`src/rtl/fifo_reader_pkg.sv`:
```
// Shared types and constants for the FIFO read-side stream adapter.
package fifo_reader_pkg;

  typedef enum logic [1:0] {IDLE, ACTIVE, DRAIN} rd_state_e;

  localparam int SKID_DEPTH = 3;

  function automatic logic [1:0] next_ptr(input logic [1:0] ptr);
    return (ptr == 2'(SKID_DEPTH - 1)) ? 2'd0 : ptr + 2'd1;
  endfunction

endpackage

```
`src/rtl/fifo_reader_skid.sv`:
```
// Three-entry circular skid buffer that absorbs the FIFO read latency
// and presents the held words as a valid/ready stream.
module fifo_reader_skid
  import fifo_reader_pkg::*;
#(
  parameter int FIFO_WIDTH = 16
) (
  input  logic                  clk,
  input  logic                  rst_n,
  input  logic                  push,
  input  logic [FIFO_WIDTH-1:0] push_data,
  input  logic                  m_ready,
  output logic [FIFO_WIDTH-1:0] m_data,
  output logic                  m_valid,
  output logic [1:0]            occ
);

  logic [FIFO_WIDTH-1:0] mem [SKID_DEPTH];
  logic [1:0]            wr_ptr;
  logic [1:0]            rd_ptr;
  logic                  pop;

  assign m_valid = rst_n && (occ != 2'd0);
  assign m_data  = rst_n ? mem[rd_ptr] : '0;
  assign pop     = m_valid && m_ready;

  always_ff @(posedge clk) begin
    if (!rst_n) begin
      wr_ptr <= 2'd0;
      rd_ptr <= 2'd0;
      occ    <= 2'd0;
    end else begin
      if (push) wr_ptr <= next_ptr(wr_ptr);
      if (pop)  rd_ptr <= next_ptr(rd_ptr);
      // Simultaneous push and pop leave the fill level untouched
      case ({push, pop})
        2'b10:   occ <= occ + 2'd1;
        2'b01:   occ <= occ - 2'd1;
        default: occ <= occ;
      endcase
    end
  end

  always_ff @(posedge clk) begin
    if (rst_n && push) mem[wr_ptr] <= push_data;
  end

endmodule

```
`src/rtl/fifo_reader.sv`:
```
// Read-side consumer: issues FIFO reads while there is skid space and
// streams the returned words downstream with valid/ready handshaking.
module fifo_reader
  import fifo_reader_pkg::*;
#(
  parameter int FIFO_WIDTH = 16
) (
  input  logic                  clk,
  input  logic                  rst_n,
  input  logic                  en,
  input  logic                  empty,
  input  logic                  almostempty,
  input  logic                  underflow,
  input  logic [FIFO_WIDTH-1:0] data_out,
  output logic                  rd_en,
  output logic [FIFO_WIDTH-1:0] m_data,
  output logic                  m_valid,
  input  logic                  m_ready,
  output logic                  busy,
  output logic [31:0]           rd_count,
  output logic                  err_underflow
);

  rd_state_e  state;
  rd_state_e  next_state;
  logic       inflight;
  logic [1:0] occ;
  logic [2:0] pending;
  logic       pop;
  logic       unused_status;

  assign unused_status = almostempty;

  fifo_reader_skid #(.FIFO_WIDTH(FIFO_WIDTH)) u_skid (
    .clk       (clk),
    .rst_n     (rst_n),
    .push      (inflight),
    .push_data (data_out),
    .m_ready   (m_ready),
    .m_data    (m_data),
    .m_valid   (m_valid),
    .occ       (occ)
  );

  // Words already held plus the one still on its way must leave room
  assign pending = {1'b0, occ} + {2'b00, inflight};
  assign rd_en   = rst_n && (state == ACTIVE) && !empty && (pending < 3'(SKID_DEPTH));
  assign pop     = m_valid && m_ready;
  assign busy    = rst_n && (state != IDLE);

  always_ff @(posedge clk) begin
    if (!rst_n) begin
      state         <= IDLE;
      inflight      <= 1'b0;
      rd_count      <= 32'd0;
      err_underflow <= 1'b0;
    end else begin
      state    <= next_state;
      inflight <= rd_en;
      if (pop)       rd_count      <= rd_count + 32'd1;
      if (underflow) err_underflow <= 1'b1;
    end
  end

  always_comb begin
    next_state = state;
    case (state)
      IDLE:   if (en) next_state = ACTIVE;
      ACTIVE: if (!en) next_state = DRAIN;
      DRAIN: begin
        if (en) begin
          next_state = ACTIVE;
        // Leave once nothing is held or in flight, or the last word pops now
        end else if (!inflight && ((occ == 2'd0) || (occ == 2'd1 && pop))) begin
          next_state = IDLE;
        end
      end
      default: next_state = IDLE;
    endcase
  end

endmodule

```
`config.mk`:
```
export PLATFORM = sky130hd
export DESIGN_NAME = fifo_reader
export DESIGN_NICKNAME = d
export VERILOG_FILES = /design/src/rtl/fifo_reader_pkg.sv /design/src/rtl/fifo_reader_skid.sv /design/src/rtl/fifo_reader.sv
export SDC_FILE = /design/constraint.sdc
export NUM_CORES = 1
export LEC_CHECK = 0
export ABC_AREA = 1
export CAP_MARGIN = 40
export CORE_MARGIN = 4
export CORE_UTILIZATION = 57
export CTS_CLUSTER_DIAMETER = 50
export CTS_CLUSTER_SIZE = 10
export DETAILED_ROUTE_END_ITERATION = 12
export PLACE_DENSITY = 0.89
export SETUP_SLACK_MARGIN = 0.3
export SYNTH_ARGS = -nofsm -noshare
export SYNTH_HDL_FRONTEND = slang
export SYNTH_SLANG_ARGS = --single-unit
```
`constraint.sdc`:
```
create_clock -name clk -period 3.6 [get_ports clk]
set_input_delay 0.36 -clock clk [delete_from_list [all_inputs] [get_ports clk]]
set_output_delay 0.36 -clock clk [all_outputs]
set_load 0.02 [all_outputs]
```
==> results.txt <==
- For this run, asynchronously set or reset flops after synthesis account for 0%.
* Pwr dens: 365 mW/mm2
* Synthesized area per cell: 9.26 um2
* Standard cell with the maximum stage delay on the critical path: sky130_fd_sc_hd__dfxtp_1
- Wire length per cell after detailed routing: 14.8 um
- The first global-routing pass estimated 15.3 mm of wire.
* Number of synthesized flops with an enable pin: 48
- After the last flow step, the layout net total stands at 566.
* Placement row count: 31
- The endpoint identified for the worst register-to-register timing path is rd_count[19]$_SDFFE_PN0N_.
* Maximum level of the CTS H-tree: 3
* Effective utilization at floorplan: 58.6%
* Yosys reg bits: 92
* Area post-placement: 0.00510 mm2
* Ant. Diodes: 0
* Pleak: 0.00203 uW
* End point of the critical path: m_data[2]
- Worst Path Required: 3.24 ns
* Aggregate global routing overflow: 0
- Synthesized netlist net count: 488
* CTS tree: built
- Half-perimeter wire length of the detailed placement result: 6.63 mm
- Die Footprint: 0.00890 mm2
* Internal power consumption: 1450 uW
- Count of clock tree sinks: 92
* Kind of end point of the critical path: primary output
* Least-Margin Pin Slew: 0.764 ns
* Post-Synthesis Cell Area: 0.00425 mm2
* Startpoint types: flip-flop
- Clock slew at the register clock pins of the worst setup and hold paths: 0.10 ns
- The Yosys step of the flow raised 0 warnings.
* Via count of the first global-routing pass: 3308
- The tool flagged a number of max-cap violations equal to 0.
- Setup slack on the worst reg-to-reg path comes out at 1.82 ns.
- Worst rel slew slack: 49.0%
- Largest cells by area after synthesis: sky130_fd_sc_hd__edfxtp_1 (34%), sky130_fd_sc_hd__dfxtp_1 (21%), sky130_fd_sc_hd__inv_1 (6.0%)
* Run status: complete, no violations
- The final max-slew violation count was 0.
- The critical path in this run is classified as reg -> out.
- Arr. time, crit path: 2.38 ns
* F_max: 365 MHz
- In this run the tool buffered the top-level ports with 73 buffer cells.
- PostCTS Resize Cnt: 0
- Number of gates on the worst path with buffers counted: 4
- From left edge to right edge, the die measures 94.3 um.
- Post-synth top area share: 33.9%
- Global-route usage over all layers: 22.2%
* Detailed-route vias per instance: 5.30
* Register area share after synthesis: 54.7%
- Count of distinct cell types in the synthesized netlist: 37
- Combinational cells account for 8.2% of the total power.
- In this run the remaining antenna-violating nets after routing total 0.
- Source of the worst register-to-register timing path: u_skid.occ[0]$_SDFFE_PN0P_
* Maximum number of pins on one net before global-route repair: 38
- Critical-path cell list: mux2_2, o21ai_0, inv_1, clkdlybuf4s50_1
* Power share of the clock group: 33.7%
- Routability-driven placement finished with a final weighted congestion of 0.854.
- Final setup violation count: 0
- Detailed Routing Iterations Pass 1: 4
* Switch share: 25.0%
- For this block, the initial DRC count from the detailed router was 156.
- Post-route standard cell area excluding fillers: 0.00529 mm2
- For the final routed database, the setup TNS stands at 0 ns.
- Total length of routed wires: 9.50 mm
- The synthesized design spends more area on one cell type than any other, namely sky130_fd_sc_hd__edfxtp_1.
* Ys flop type: sky130_fd_sc_hd__edfxtp_1
* Net switching power of the design: 482 uW
* Met1 Track Usage GR: 26.4%
* Number of cell instances on the worst register-to-register path: 9
- In this run the worst hold path is classified as reg -> reg.
* Routing layer with the top usage in global route: met2
* Total vias in the final route: 3395
* Fraction of layout instances using a drive strength above 1: 12.4%
* Number of buffers inserted by post-CTS setup repair: 0
* CTS Buffer Depth: 2
- Global routing used 39.1% of the available met2 tracks.
* Tightest hold margin: 0.489 ns
- After clock tree synthesis, the flow added hold-fix buffers numbering 0.
- In this run the vertical extent of the chip is 94.3 um.
- Pin placement for this block handled 75 I/O pins.
- Clock Root Buffer: sky130_fd_sc_hd__clkbuf_8
* VDD IR max: 0.262 mV
* Source-to-sink clock delay at the later pin of the worst-skew pair: 0.35 ns
* Met3 layer usage reported by global route: 5.82%
- Buffers inserted during clock tree synthesis total 9.
- Registers are responsible for 58.1% of the overall power.
* Maximum single-stage delay on the critical path: 0.83 ns
- Post-Syn Instances: 459
- Buf/Inv on CP: 2
- The clock period could shrink to 2.74 ns.
- Delay-heaviest family, CP: flip-flops
* CP max FO: 16
- Fin. Hold Viols: 0
- Initial antenna violation count: 0
- In the routed design, unresolved DRC markers number 0.
- Floorplan core area: 0.00725 mm2
* Area delta synth->final: 24.4%
- Final Cycle Share: 76.1%
* Unrepaired setup endpoints after global routing: no
- The clock arrives with 0.0107 ns of skew.
[sequential cells by signal, indices dropped and copies added, names as in the netlist, named ones only]
| register | count |
|---|---|
| state | 2 |
| u_skid.occ | 2 |
| rd_count | 32 |
| err_underflow | 1 |
| u_skid.rd_ptr | 2 |
| u_skid.mem | 48 |
| u_skid.wr_ptr | 2 |
| inflight | 1 |
[kinds of logic (layout without fill, tap and decap cells)]
| group | Yosys count | in the layout | synth area share [%] |
|---|---|---|---|
| buf+inv | 85 | 168 | 7.74 |
| fa+ha+maj | 6 | 6 | 1.77 |
| flops | 92 | 92 | 54.7 |
| xor+xnor | 8 | 8 | 1.65 |
| simple gates | 184 | 184 | 21.2 |
| mux | 16 | 16 | 4.24 |
| compound gates | 68 | 68 | 8.75 |
[synthesized netlist by cell type, types with 2 or more instances]
library cell and number:
sky130_fd_sc_hd__inv_1 68, sky130_fd_sc_hd__nand2_1 64, sky130_fd_sc_hd__nor2_1 58, sky130_fd_sc_hd__edfxtp_1 48, sky130_fd_sc_hd__dfxtp_1 44, sky130_fd_sc_hd__a21oi_1 29
sky130_fd_sc_hd__o21ai_0 23, sky130_fd_sc_hd__nand3_1 22, sky130_fd_sc_hd__mux2_2 16, sky130_fd_sc_hd__nand4_1 9, sky130_fd_sc_hd__xor2_1 7, sky130_fd_sc_hd__clkbuf_1 6
sky130_fd_sc_hd__ha_1 6, sky130_fd_sc_hd__inv_2 6, sky130_fd_sc_hd__nand2_2 6, sky130_fd_sc_hd__nor2_2 6, sky130_fd_sc_hd__o21ai_1 5, sky130_fd_sc_hd__nor3_1 4
sky130_fd_sc_hd__nand2_4 3, sky130_fd_sc_hd__nor2_8 3, sky130_fd_sc_hd__a2111oi_0 2, sky130_fd_sc_hd__a211oi_1 2, sky130_fd_sc_hd__and2_1 2, sky130_fd_sc_hd__buf_1 2
sky130_fd_sc_hd__buf_2 2, sky130_fd_sc_hd__nand3_2 2, sky130_fd_sc_hd__nor2_4 2, sky130_fd_sc_hd__o22ai_1 2, sky130_fd_sc_hd__o31ai_1 2
[power by group through the flow]
stage,Clock (uW),Sequential [uW],Combinational [uW]
2_1_floorplan,0,1140,90.3
3_3_place_gp,0,1150,149
3_5_place_dp,0,1150,157
4_1_cts,664,1120,159
5_1_grt,705,1120,171
6_report,650,1120,158
[placed cells by master, fill, tap and decap left out, types with 4 or more instances in the layout]
cell type and n:
sky130_fd_sc_hd__a21oi_1 29, sky130_fd_sc_hd__edfxtp_1 48, sky130_fd_sc_hd__nor2_1 58, sky130_fd_sc_hd__o21ai_1 5, sky130_fd_sc_hd__dfxtp_1 44, sky130_fd_sc_hd__inv_1 68
sky130_fd_sc_hd__clkdlybuf4s50_1 73, sky130_fd_sc_hd__buf_4 4, sky130_fd_sc_hd__xor2_1 7, sky130_fd_sc_hd__nand2_1 64, sky130_fd_sc_hd__nand2_2 6, sky130_fd_sc_hd__nor2_2 6
sky130_fd_sc_hd__mux2_2 16, sky130_fd_sc_hd__clkbuf_8 9, sky130_fd_sc_hd__nand4_1 9, sky130_fd_sc_hd__inv_2 6, sky130_fd_sc_hd__nand3_1 22, sky130_fd_sc_hd__o21ai_0 23
sky130_fd_sc_hd__ha_1 6
[metrics by stage]
stage          setup WS, ns  cells  util [%]  power (uW)
6_report              0.862    641      72.9        1930
5_1_grt               0.733    641      72.9        2000
4_1_cts               0.795    641      72.9        1950
3_5_place_dp          0.930    625      70.3        1300
3_3_place_gp          0.947    624      70.1        1300
2_1_floorplan          1.19    459         -        1230
[per-layer routing]
layer  routed length, um  vias up
li1                    -     1669
met1                3890     1596
met2                4800      123
met3                 765        7
met4                  52        0
met5                   0        -
[worst min path at each step]
stage                                    start                          to  slack, ns  depth (start not counted)
detailed placement  err_underflow$_SDFFE_PN0P_  err_underflow$_SDFFE_PN0P_       0.48                          2
finish              err_underflow$_SDFFE_PN0P_  err_underflow$_SDFFE_PN0P_       0.49                          2
global route        err_underflow$_SDFFE_PN0P_  err_underflow$_SDFFE_PN0P_       0.53                          2
CTS                 err_underflow$_SDFFE_PN0P_  err_underflow$_SDFFE_PN0P_       0.50                          2
global placement    err_underflow$_SDFFE_PN0P_  err_underflow$_SDFFE_PN0P_       0.45                          2
floorplan                                empty         inflight$_SDFF_PN0_       0.45                          1
[cell type report]
type,count,area (um2)
timing repair buffer,78,776
fill,504,1970
tap,99,124
multi-input combinational,282,1600
clock buffer,9,124
sequential,92,2320
inverter,74,278
clock inverter,7,58.8
[tightest hold or removal path, delay by kind of cell, from the launching register on]
family	cells	cell delay, ns
DFF	1	0.34
and+or+nand+nor	2	0.12
No activity file was read; power rests on OpenSTA's default activity.
